`src/rtl/rf_wb_arbiter_if.sv`:
```
// rtl/rf_wb_arbiter_if.sv - write-back requester, decode and register-file port bundle
interface rf_wb_arbiter_if #(
    parameter int DATA_W   = 32,
    parameter int ADDR_W   = 5,
    parameter int NUM_REGS = 32
);
    // ALU write-back request
    logic              alu_valid;
    logic [ADDR_W-1:0] alu_addr;
    logic [DATA_W-1:0] alu_data;
    logic              alu_ready;

    // Load write-back request
    logic              mem_valid;
    logic [ADDR_W-1:0] mem_addr;
    logic [DATA_W-1:0] mem_data;
    logic              mem_ready;

    // Multiply/divide write-back request
    logic              mdu_valid;
    logic [ADDR_W-1:0] mdu_addr;
    logic [DATA_W-1:0] mdu_data;
    logic              mdu_ready;

    // Decode-side scoreboard control
    logic              rsv_valid;
    logic [ADDR_W-1:0] rsv_addr;
    logic              flush;

    // Register file write port and scoreboard status
    logic [ADDR_W-1:0]   wr_addr;
    logic [DATA_W-1:0]   wr_data;
    logic                RegWrite;
    logic [NUM_REGS-1:0] busy;
    logic                sb_err;

    // Pipeline side: requesters and decode drive, register file listens
    modport master (
        output alu_valid, alu_addr, alu_data,
        input  alu_ready,
        output mem_valid, mem_addr, mem_data,
        input  mem_ready,
        output mdu_valid, mdu_addr, mdu_data,
        input  mdu_ready,
        output rsv_valid, rsv_addr, flush,
        input  wr_addr, wr_data, RegWrite, busy, sb_err
    );

    // Arbiter side
    modport slave (
        input  alu_valid, alu_addr, alu_data,
        output alu_ready,
        input  mem_valid, mem_addr, mem_data,
        output mem_ready,
        input  mdu_valid, mdu_addr, mdu_data,
        output mdu_ready,
        input  rsv_valid, rsv_addr, flush,
        output wr_addr, wr_data, RegWrite, busy, sb_err
    );
endinterface

```
`src/rtl/rf_wb_arbiter.sv`:
```
// rtl/rf_wb_arbiter.sv - round-robin register-file write-port arbiter with busy scoreboard
module rf_wb_arbiter #(
    parameter int DATA_W   = 32,
    parameter int ADDR_W   = 5,
    parameter int NUM_REGS = 32
) (
    input  logic              clk,
    input  logic              rst,
    rf_wb_arbiter_if.slave    bus
);

    // Round-robin pointer: the requester that gets first look this cycle
    typedef enum logic [1:0] {
        PTR_ALU = 2'd0,
        PTR_MEM = 2'd1,
        PTR_MDU = 2'd2
    } ptr_t;

    ptr_t                ptr_q;
    logic [2:0]          req;
    logic [2:0]          gnt;
    logic                xfer;
    logic [ADDR_W-1:0]   sel_addr;
    logic [DATA_W-1:0]   sel_data;
    logic                sel_nonzero;

    logic [ADDR_W-1:0]   wr_addr_q;
    logic [DATA_W-1:0]   wr_data_q;
    logic                reg_write_q;

    logic [NUM_REGS-1:0] busy_q;
    logic [NUM_REGS-1:0] busy_nxt;
    logic                sb_err_q;
    logic                set_en;
    logic                clr_en;
    logic                err_hit;

    // While reset is held nothing may be granted, so pending requests are dropped
    assign req = rst ? {bus.mdu_valid, bus.mem_valid, bus.alu_valid} : 3'b000;

    // One-hot grant: first valid requester scanning from the pointer, wrapping mod 3
    always_comb begin
        gnt = 3'b000;
        case (ptr_q)
            PTR_MEM: begin
                if (req[1])      gnt = 3'b010;
                else if (req[2]) gnt = 3'b100;
                else if (req[0]) gnt = 3'b001;
            end
            PTR_MDU: begin
                if (req[2])      gnt = 3'b100;
                else if (req[0]) gnt = 3'b001;
                else if (req[1]) gnt = 3'b010;
            end
            default: begin
                if (req[0])      gnt = 3'b001;
                else if (req[1]) gnt = 3'b010;
                else if (req[2]) gnt = 3'b100;
            end
        endcase
    end

    assign bus.alu_ready = gnt[0];
    assign bus.mem_ready = gnt[1];
    assign bus.mdu_ready = gnt[2];
    assign xfer          = |gnt;

    // Route the granted requester's address and data toward the write registers
    always_comb begin
        sel_addr = '0;
        sel_data = '0;
        case (gnt)
            3'b001: begin
                sel_addr = bus.alu_addr;
                sel_data = bus.alu_data;
            end
            3'b010: begin
                sel_addr = bus.mem_addr;
                sel_data = bus.mem_data;
            end
            3'b100: begin
                sel_addr = bus.mdu_addr;
                sel_data = bus.mdu_data;
            end
            default: begin
                sel_addr = '0;
                sel_data = '0;
            end
        endcase
    end

    // Register 0 is hardwired, so writes to it are accepted but never committed
    assign sel_nonzero = (sel_addr != '0);

    // Pointer rotation and the registered register-file write port
    always_ff @(posedge clk or negedge rst) begin
        if (!rst) begin
            ptr_q       <= PTR_ALU;
            wr_addr_q   <= '0;
            wr_data_q   <= '0;
            reg_write_q <= 1'b0;
        end else begin
            reg_write_q <= xfer && sel_nonzero;
            if (xfer) begin
                wr_addr_q <= sel_addr;
                wr_data_q <= sel_data;
                case (gnt)
                    3'b001:  ptr_q <= PTR_MEM;
                    3'b010:  ptr_q <= PTR_MDU;
                    default: ptr_q <= PTR_ALU;
                endcase
            end
        end
    end

    assign bus.wr_addr  = wr_addr_q;
    assign bus.wr_data  = wr_data_q;
    assign bus.RegWrite = reg_write_q;

    // Scoreboard events for this edge
    assign set_en = bus.rsv_valid && (bus.rsv_addr != '0);
    assign clr_en = xfer && sel_nonzero;

    // A reservation collides only if the register stays busy through this edge;
    // a same-edge write-back or a flush frees it first
    assign err_hit = set_en && busy_q[bus.rsv_addr]
                     && !(clr_en && (sel_addr == bus.rsv_addr))
                     && !bus.flush;

    // Next scoreboard: clear, then set (newer reservation wins), then flush overrides
    always_comb begin
        busy_nxt = busy_q;
        if (clr_en) begin
            busy_nxt[sel_addr] = 1'b0;
        end
        if (set_en) begin
            busy_nxt[bus.rsv_addr] = 1'b1;
        end
        if (bus.flush) begin
            busy_nxt = '0;
        end
        busy_nxt[0] = 1'b0;
    end

    // Scoreboard state and sticky collision flag
    always_ff @(posedge clk or negedge rst) begin
        if (!rst) begin
            busy_q   <= '0;
            sb_err_q <= 1'b0;
        end else begin
            busy_q <= busy_nxt;
            if (err_hit) begin
                sb_err_q <= 1'b1;
            end
        end
    end

    assign bus.busy   = busy_q;
    assign bus.sb_err = sb_err_q;

endmodule

```
`src/flat_wrapper.sv`:
```
// flat-port wrapper written by rule: the top's interface ports become plain ports
module rf_wb_arbiter_flat 
#(
    parameter int DATA_W   = 32,
    parameter int ADDR_W   = 5,
    parameter int NUM_REGS = 32
)
  (clk, rst, bus_alu_valid, bus_alu_addr, bus_alu_data, bus_alu_ready, bus_mem_valid, bus_mem_addr, bus_mem_data, bus_mem_ready, bus_mdu_valid, bus_mdu_addr, bus_mdu_data, bus_mdu_ready, bus_rsv_valid, bus_rsv_addr, bus_flush, bus_wr_addr, bus_wr_data, bus_RegWrite, bus_busy, bus_sb_err);
  rf_wb_arbiter_if #(.DATA_W(DATA_W), .ADDR_W(ADDR_W), .NUM_REGS(NUM_REGS)) bus_i ();
  input  logic clk;
  input  logic rst;
  input wire logic [$bits(bus_i.alu_valid)-1:0] bus_alu_valid;
  input wire logic [$bits(bus_i.alu_addr)-1:0] bus_alu_addr;
  input wire logic [$bits(bus_i.alu_data)-1:0] bus_alu_data;
  output wire logic [$bits(bus_i.alu_ready)-1:0] bus_alu_ready;
  input wire logic [$bits(bus_i.mem_valid)-1:0] bus_mem_valid;
  input wire logic [$bits(bus_i.mem_addr)-1:0] bus_mem_addr;
  input wire logic [$bits(bus_i.mem_data)-1:0] bus_mem_data;
  output wire logic [$bits(bus_i.mem_ready)-1:0] bus_mem_ready;
  input wire logic [$bits(bus_i.mdu_valid)-1:0] bus_mdu_valid;
  input wire logic [$bits(bus_i.mdu_addr)-1:0] bus_mdu_addr;
  input wire logic [$bits(bus_i.mdu_data)-1:0] bus_mdu_data;
  output wire logic [$bits(bus_i.mdu_ready)-1:0] bus_mdu_ready;
  input wire logic [$bits(bus_i.rsv_valid)-1:0] bus_rsv_valid;
  input wire logic [$bits(bus_i.rsv_addr)-1:0] bus_rsv_addr;
  input wire logic [$bits(bus_i.flush)-1:0] bus_flush;
  output wire logic [$bits(bus_i.wr_addr)-1:0] bus_wr_addr;
  output wire logic [$bits(bus_i.wr_data)-1:0] bus_wr_data;
  output wire logic [$bits(bus_i.RegWrite)-1:0] bus_RegWrite;
  output wire logic [$bits(bus_i.busy)-1:0] bus_busy;
  output wire logic [$bits(bus_i.sb_err)-1:0] bus_sb_err;
  assign bus_i.alu_valid = bus_alu_valid;
  assign bus_i.alu_addr = bus_alu_addr;
  assign bus_i.alu_data = bus_alu_data;
  assign bus_alu_ready = bus_i.alu_ready;
  assign bus_i.mem_valid = bus_mem_valid;
  assign bus_i.mem_addr = bus_mem_addr;
  assign bus_i.mem_data = bus_mem_data;
  assign bus_mem_ready = bus_i.mem_ready;
  assign bus_i.mdu_valid = bus_mdu_valid;
  assign bus_i.mdu_addr = bus_mdu_addr;
  assign bus_i.mdu_data = bus_mdu_data;
  assign bus_mdu_ready = bus_i.mdu_ready;
  assign bus_i.rsv_valid = bus_rsv_valid;
  assign bus_i.rsv_addr = bus_rsv_addr;
  assign bus_i.flush = bus_flush;
  assign bus_wr_addr = bus_i.wr_addr;
  assign bus_wr_data = bus_i.wr_data;
  assign bus_RegWrite = bus_i.RegWrite;
  assign bus_busy = bus_i.busy;
  assign bus_sb_err = bus_i.sb_err;
  rf_wb_arbiter #(.DATA_W(DATA_W), .ADDR_W(ADDR_W), .NUM_REGS(NUM_REGS)) u_core (.clk(clk), .rst(rst), .bus(bus_i));
endmodule
```
`config.mk`:
```
export PLATFORM = sky130hd
export DESIGN_NAME = rf_wb_arbiter_flat
export DESIGN_NICKNAME = d
export VERILOG_FILES = /design/src/rtl/rf_wb_arbiter_if.sv /design/src/rtl/rf_wb_arbiter.sv /design/src/flat_wrapper.sv
export SDC_FILE = /design/constraint.sdc
export NUM_CORES = 1
export LEC_CHECK = 0
export CORE_ASPECT_RATIO = 1.2
export CORE_MARGIN = 5
export CORE_UTILIZATION = 44
export DETAILED_ROUTE_END_ITERATION = 6
export PLACE_DENSITY = 0.94
export SETUP_SLACK_MARGIN = 0.4
export SYNTH_ARGS = -nofsm -noshare
export SYNTH_HDL_FRONTEND = slang
export SYNTH_SLANG_ARGS = --single-unit
```
`constraint.sdc`:
```
create_clock -name clk -period 7.5 [get_ports clk]
set_clock_uncertainty 0.2 [all_clocks]
set_input_delay 1.5 -clock clk [delete_from_list [all_inputs] [get_ports clk]]
set_output_delay 1.5 -clock clk [all_outputs]
set_load 0.005 [all_outputs]
```
==> results of run 1 <==
-- critical path, delay by kind of cell --
kind	cells	cell delay, ns
buf+inv	2	1.16
simple gates	2	0.22
compound gates	2	0.48
-- metrics by stage --
step / hold slack, ns / power (mW) / utilization (%) / setup WS, ns / std cells
after floorplan: 0.270 / 0.978 / - / 3.64 / 387
after global placement: 0.269 / 1.37 / 68.3 / 2.42 / 671
after detailed placement: 0.278 / 1.40 / 68.3 / 2.33 / 671
after CTS: 0.296 / 1.67 / 70.2 / 2.33 / 686
after global routing: 0.336 / 1.77 / 70.2 / 2.12 / 686
final: 0.292 / 1.67 / 70.2 / 2.35 / 686
-- flip-flops by register name (all words and copies together) (netlist names) --
signal / cells
u_core.ptr_q: 2
u_core.bus.RegWrite: 1
u_core.bus.wr_addr: 5
u_core.bus.wr_data: 32
u_core.bus.busy: 31
u_core.bus.sb_err: 1
-- final cells by class --
cell class                 instances  area, um^2
multi-input combinational        281        1980
clock inverter                     4        20.0
sequential                        72        1800
fill                             635        2580
timing repair buffer             198        1970
clock buffer                      11         151
tap                              117         146
inverter                           3        11.3
-- worst paths after layout --
kind                                                   start                                 end  cells past startpoint
max                                                      rst                       bus_alu_ready                      6
max reg2reg                      u_core.ptr_q[0]$_DFFE_PN0P_       u_core.bus.busy[29]$_DFF_PN0_                     10
min reg2reg                u_core.bus.wr_addr[1]$_DFFE_PN0P_   u_core.bus.wr_addr[1]$_DFFE_PN0P_                      2
min in group asynchronous                                rst       u_core.bus.busy[30]$_DFF_PN0_                      1
max in group asynchronous                                rst  u_core.bus.wr_data[17]$_DFFE_PN0P_                      1
min                        u_core.bus.wr_addr[1]$_DFFE_PN0P_   u_core.bus.wr_addr[1]$_DFFE_PN0P_                      2
-- power groups by stage --
stage / combinational (mW) / clock [mW] / sequential [mW]
final: 0.824 / 0.273 / 0.575
after CTS: 0.826 / 0.276 / 0.573
after global placement: 0.792 / 0 / 0.576
after global routing: 0.889 / 0.295 / 0.586
after detailed placement: 0.827 / 0 / 0.577
after floorplan: 0.407 / 0 / 0.571
-- synth_stat cells, types with 4 or more instances --
master / count
nand2b_1: 7
nand3_1: 5
xnor2_1: 5
nor2b_1: 4
a21oi_1: 44
o21ai_0: 23
dfrtp_1: 72
buf_1: 4
o41ai_1: 4
nand4_1: 4
a221o_1: 34
clkbuf_1: 23
mux4_2: 7
o21ai_1: 6
a22o_1: 33
nor2_1: 16
nand2_1: 48
-- kinds of logic after synthesis --
| group | synth area share [%] |
|---|---|
| xor gates and xnor gates | 1.12 |
| DFF | 46.0 |
| and+or+nand+nor | 13.4 |
| AOI/OAI and AO/OA | 30.5 |
| buffers and inverters | 3.67 |
| other | 0.0958 |
| muxes | 4.57 |
| adders and majority gates | 0.639 |
-- routing by layer --
| metal | global-route usage, % | routed length (um) | vias up |
|---|---|---|---|
| li1 | - | - | 1837 |
| met1 | 30.9 | 5140 | 1949 |
| met2 | 41.5 | 6670 | 281 |
| met3 | 6.98 | 1550 | 39 |
| met4 | 11.1 | 532 | 0 |
| met5 | 0 | 0 | - |
==> summary.md, run 1 <==
| Metric | Value |
|---|---|
| P&R area growth vs syn | 55.3% |
| Post-Syn Area | 3920 um^2 |
| Post-detail-place hpwl | 10.7 mm |
| Post-synth EDFFs | 0 |
| Setup slack, reg-to-reg | 4.06 ns |
| Slowest CP cell | buf_4 |
| Die Span Y | 113 um |
| Die area | 10900 um^2 |
| Crit path DAT | 3.45 ns |
| Remaining antenna violation count after routing | 0 |
| Max Cap Viol | 0 |
| Vias in the first global route | 4193 |
| Max-slew violations | 0 |
| Site Rows | 37 |
| CTS tree | built |
| Sequential share of the synthesized area | 46.0% |
| Final period utilization | 68.6% |
| Switching Share | 35.4% |
| Port Buffers | 195 |
| Setup bufs post-CTS | 0 |
| Via count | 4106 |
| Die width | 96.1 um |
| Worst-path maximum fanout | 80 |
| Final GP Congestion | 0.976 |
| Yosys reg bits | 72 |
| Max rail drop VDD | 138 uV |
| Pre-antenna DRT Iters | 6 |
| Hold buffers post-CTS | 0 |
| Initial antenna violation count | 0 |
| Mapped Cells | 387 |
| Worst-path cell chain | buf_4 -> nand2_1 -> a21oi_1 -> nor2_1 -> o211a_1 -> clkdlybuf4s50_1 |
| Startpoint types | input pin |
| Worst slew margin | 19.0% |
| Area leader, netlist | dfrtp_1 |
| Routed WL | 13.9 mm |
| Status | completed |
| Worst Setup End Kind | output port |
| Largest net degree at the start of global routing | 81 |
| Final setup TNS | 0 ns |
| Slew of the pin with the lowest slew margin | 1.21 ns |
| Via density | 5.99 |
| Clock power frac | 16.3% |
| Leading cell type in the layout, fill and taps excluded | clkdlybuf4s50_1 |
| RSZ-0062 raised after global routing | false |
| Final Hold Fails | 0 |
| 1st-iter DRT viols | 313 |
| Clock tree buffer depth | 2 |
| FMAX | 0.194 GHz |
| Cell variety after synth | 50 |
| Switching power | 591 uW |
| Global-route wire length before repair | 21.3 mm |
| DRC | 0 |
| Layout cells sized above 1 | 6.50% |
| Sink Count | 72 |
| Syn Area/Cell | 10.1 um^2 |
| Initial Util | 45.2% |
| N_diodes | 0 |
| Core box area | 8660 um^2 |
| Clk slew on worst S/H paths | 0.07 ns |
| Most frequent cells in the layout | clkdlybuf4s50_1 (194), dfrtp_1 (72), nand2_1 (48), a21oi_1 (44), a221o_1 (34) |
| Combinational fraction of design power | 49.3% |
| Top post-synthesis cells by area | dfrtp_1 (46%), a221o_1 (8.7%), a22o_1 (7.4%) |
| Ys async rst share | 100% |
| CTS Buf Count | 9 |
| Overflow after GRT | 0 |
| WS Path Type | input pin to output port |
| Crit path largest cell delay | 0.70 ns |
| GR Util All Layers | 25.4% |
| Root Driver | clkbuf_8 |
| P_int | 1.08 mW |
| WP data required | 5.80 ns |
| Io pins | 197 |
| WL/cell | 20.3 um |
| Mapped Nets | 512 |
| Synth top area share | 46.0% |
| DP Area | 5910 um^2 |
| Hold WC Path Type | flip-flop to flip-flop |
| Final setup violation count | 0 |
| Sequential fraction of design power | 34.4% |
| Leakage | 2.43 nW |
| Fin nets | 690 |
| Final worst path period need | 5.15 ns |
| Post-route design area | 6080 um^2 |
| Later-pin clock latency in the skew report | 0.34 ns |
| Total number of H-tree levels | 3 |
| Yosys Warn Count | 0 |
| Power Density | 275 nW/um^2 |
| Post-synth top flop | dfrtp_1 |
| Post-CTS Resized | 0 |
Note: power is estimated with default switching activity, not from simulation.
==> run 2, diff against run 1 <==
--- a/config.mk
+++ b/config.mk
@@ -7,9 +7,9 @@
 export LEC_CHECK = 0
 export CORE_ASPECT_RATIO = 1.2
 export CORE_MARGIN = 5
-export CORE_UTILIZATION = 44
+export CORE_UTILIZATION = 41
 export DETAILED_ROUTE_END_ITERATION = 6
-export PLACE_DENSITY = 0.94
+export PLACE_DENSITY = 0.89
 export SETUP_SLACK_MARGIN = 0.4
 export SYNTH_ARGS = -nofsm -noshare
 export SYNTH_HDL_FRONTEND = slang
==> constraint.sdc (replaced) <==
create_clock -name clk -period 4.8 [get_ports clk]
set_clock_uncertainty 0.2 [all_clocks]
set_input_delay 0.96 -clock clk [delete_from_list [all_inputs] [get_ports clk]]
set_output_delay 0.96 -clock clk [all_outputs]
set_load 0.005 [all_outputs]
==> summary.md, run 2 (synthesized netlist as in run 1, its figures left out) <==
| Metric | Value |
|---|---|
| Via count | 4083 (was 4106) |
| Pre-antenna DRT Iters | 5 (was 6) |
| Worst slew margin | 35.8% (was 19.0%) |
| Clk slew on worst S/H paths | 0.05 ns (was 0.07 ns) |
| N_diodes | 0 (unchanged) |
| Final setup TNS | 0 ns (unchanged) |
| DP Area | 5940 um^2 (was 5910 um^2) |
| Remaining antenna violation count after routing | 0 (unchanged) |
| Inst Count DP | 680 (was 671) |
| Largest net degree at the start of global routing | 62 (was 81) |
| Max reg flops | 32 (unchanged) |
| Final Hold Fails | 0 (unchanged) |
| RSZ-0062 raised after global routing | false (unchanged) |
| Global-route wire length before repair | 22.2 mm (was 21.3 mm) |
| Routed WL | 14.5 mm (was 13.9 mm) |
| Core box area | 9420 um^2 (was 8660 um^2) |
| Setup slack, reg-to-reg | 1.41 ns (was 4.06 ns) |
| Power Density | 455 nW/um^2 (was 275 nW/um^2) |
| Max Cap Viol | 0 (unchanged) |
| WP data required | 3.64 ns (was 5.80 ns) |
| Post-CTS Resized | 0 (unchanged) |
| WS Path Type | input pin to output port (unchanged) |
| Fin nets | 693 (was 690) |
| Layout fillers | 730 (was 635) |
| Final setup violation count | 0 (unchanged) |
| Initial antenna violation count | 0 (unchanged) |
| Crit path DAT | 2.63 ns (was 3.45 ns) |
| Worst-path maximum fanout | 6 (was 80) |
| CTS Buf Count | 9 (unchanged) |
| Hold WC Path Type | input pin to async pin (was flip-flop to flip-flop) |
| WL/cell | 20.9 um (was 20.3 um) |
| Worst r2r path cells | 10 (unchanged) |
| Die Span Y | 117 um (was 113 um) |
| Overflow after GRT | 0 (unchanged) |
| Via density | 5.87 (was 5.99) |
| Setup bufs post-CTS | 0 (unchanged) |
| Worst slack, placed | 0.808 ns (was 2.33 ns) |
| FMAX | 0.264 GHz |
| Initial Util | 41.6% (was 45.2%) |
| CTS tree | built (unchanged) |
| Reg2Reg Capture Point | u_core.bus.busy[31]$_DFF_PN0_ (was u_core.bus.busy[29]$_DFF_PN0_) |
| 1st-iter DRT viols | 269 (was 313) |
| Max-slew violations | 0 (unchanged) |
| Layout cells sized above 1 | 6.63% (was 6.50%) |
| Site Rows | 39 (was 37) |
| Startpoint types | input pin (unchanged) |
| Reg-to-reg startpoint | u_core.ptr_q[0]$_DFFE_PN0P_ (unchanged) |
| Sink Count | 72 (unchanged) |
| Leakage | 2.49 nW (was 2.43 nW) |
| Die width | 99.2 um (was 96.1 um) |
| End of the critical path | bus_alu_ready (unchanged) |
| Die area | 11600 um^2 (was 10900 um^2) |
| Status | completed (unchanged) |
| Most frequent cells in the layout | clkdlybuf4s50_1 (194), dfrtp_1 (72), nand2_1 (48), a21oi_1 (44), a221o_1 (34) (unchanged) |
| DRC | 0 (unchanged) |
| Fin cells | 696 (was 686) |
| Later-pin clock latency in the skew report | 0.33 ns (was 0.34 ns) |
| Leading cell type in the layout, fill and taps excluded | clkdlybuf4s50_1 (unchanged) |
| Io pins | 197 (unchanged) |
| Port Buffers | 195 (unchanged) |
| Post-route design area | 6220 um^2 (was 6080 um^2) |
| Final GP Congestion | 0.965 (was 0.976) |
| Clock tree buffer depth | 2 (unchanged) |
| P&R area growth vs syn | 58.8% (was 55.3%) |
| Final setup margin | 1.01 ns (was 2.35 ns) |
| Hold buffers post-CTS | 0 (unchanged) |
| Max rail drop VDD | 233 uV (was 138 uV) |
| Post-detail-place hpwl | 11.1 mm (was 10.7 mm) |
| Total number of H-tree levels | 3 (unchanged) |
| Slew of the pin with the lowest slew margin | 0.962 ns (was 1.21 ns) |
| Root Driver | clkbuf_16 (was clkbuf_8) |
| Final worst path period need | 3.79 ns |
| Final period utilization | 79.0% |
| Vias in the first global route | 4142 (was 4193) |
| Critical path startpoint | bus_mem_valid (was rst) |
| GR Util All Layers | 24.6% (was 25.4%) |
| Worst Setup End Kind | output port (unchanged) |
[run 2: critical path, stage by stage]
cell	delay (ns)
clkdlybuf4s50_1	0.58
nand2_1	0.12
a21oi_1	0.22
nor2_1	0.06
o211a_1	0.24
clkdlybuf4s50_1	0.45
[run 2: stage by stage]
| step | util (%) | total power, mW | hold WS [ns] |
|---|---|---|---|
| 2_1_floorplan | - | 1.53 | 0.270 |
| 3_3_place_gp | 63.1 | 2.16 | 0.265 |
| 3_5_place_dp | 63.1 | 2.19 | 0.275 |
| 4_1_cts | 66.1 | 2.84 | 0.288 |
| 5_1_grt | 66.1 | 2.98 | 0.299 |
| 6_report | 66.1 | 2.83 | 0.287 |
[run 2: final cells by class]
class                           instances  area (um^2)  area share (%)
Timing Repair Buffer                  201         1990            32.1
Multi-Input combinational cell        281         1980            31.8
Sequential cell                        72         1800            29.0
Clock buffer                           12          236            3.80
Tap cell                              123          154            2.47
Clock inverter                          4         45.0           0.724
Inverter                                3         11.3           0.181
[run 2: metal layers]
layer | wire [um] | global-route usage (%) | vias up
met5 | 0 | 0 | -
met4 | 215 | 6.28 | 0
met3 | 1780 | 8.06 | 20
met2 | 7100 | 41.8 | 249
met1 | 5430 | 30.6 | 1965
li1 | - | - | 1849
[run 2: power breakdown]
part / switching (mW) / internal [mW]
clock: 0.247 / 0.400
combinational: 0.578 / 0.701
sequential: 0.122 / 0.783
[run 2: worst min path at each step]
stage | cells after the start | endpoint | slack [ns] | startpoint
2_1_floorplan | 2 | u_core.bus.wr_addr[2]$_DFFE_PN0P_ | 0.27 | u_core.bus.wr_addr[2]$_DFFE_PN0P_
3_3_place_gp | 2 | u_core.bus.wr_addr[3]$_DFFE_PN0P_ | 0.27 | u_core.bus.wr_addr[3]$_DFFE_PN0P_
3_5_place_dp | 2 | u_core.bus.wr_addr[0]$_DFFE_PN0P_ | 0.28 | u_core.bus.wr_addr[0]$_DFFE_PN0P_
4_1_cts | 2 | u_core.bus.wr_addr[0]$_DFFE_PN0P_ | 0.29 | u_core.bus.wr_addr[0]$_DFFE_PN0P_
5_1_grt | 1 | u_core.ptr_q[0]$_DFFE_PN0P_ | 0.30 | rst
6_report | 1 | u_core.ptr_q[0]$_DFFE_PN0P_ | 0.29 | rst
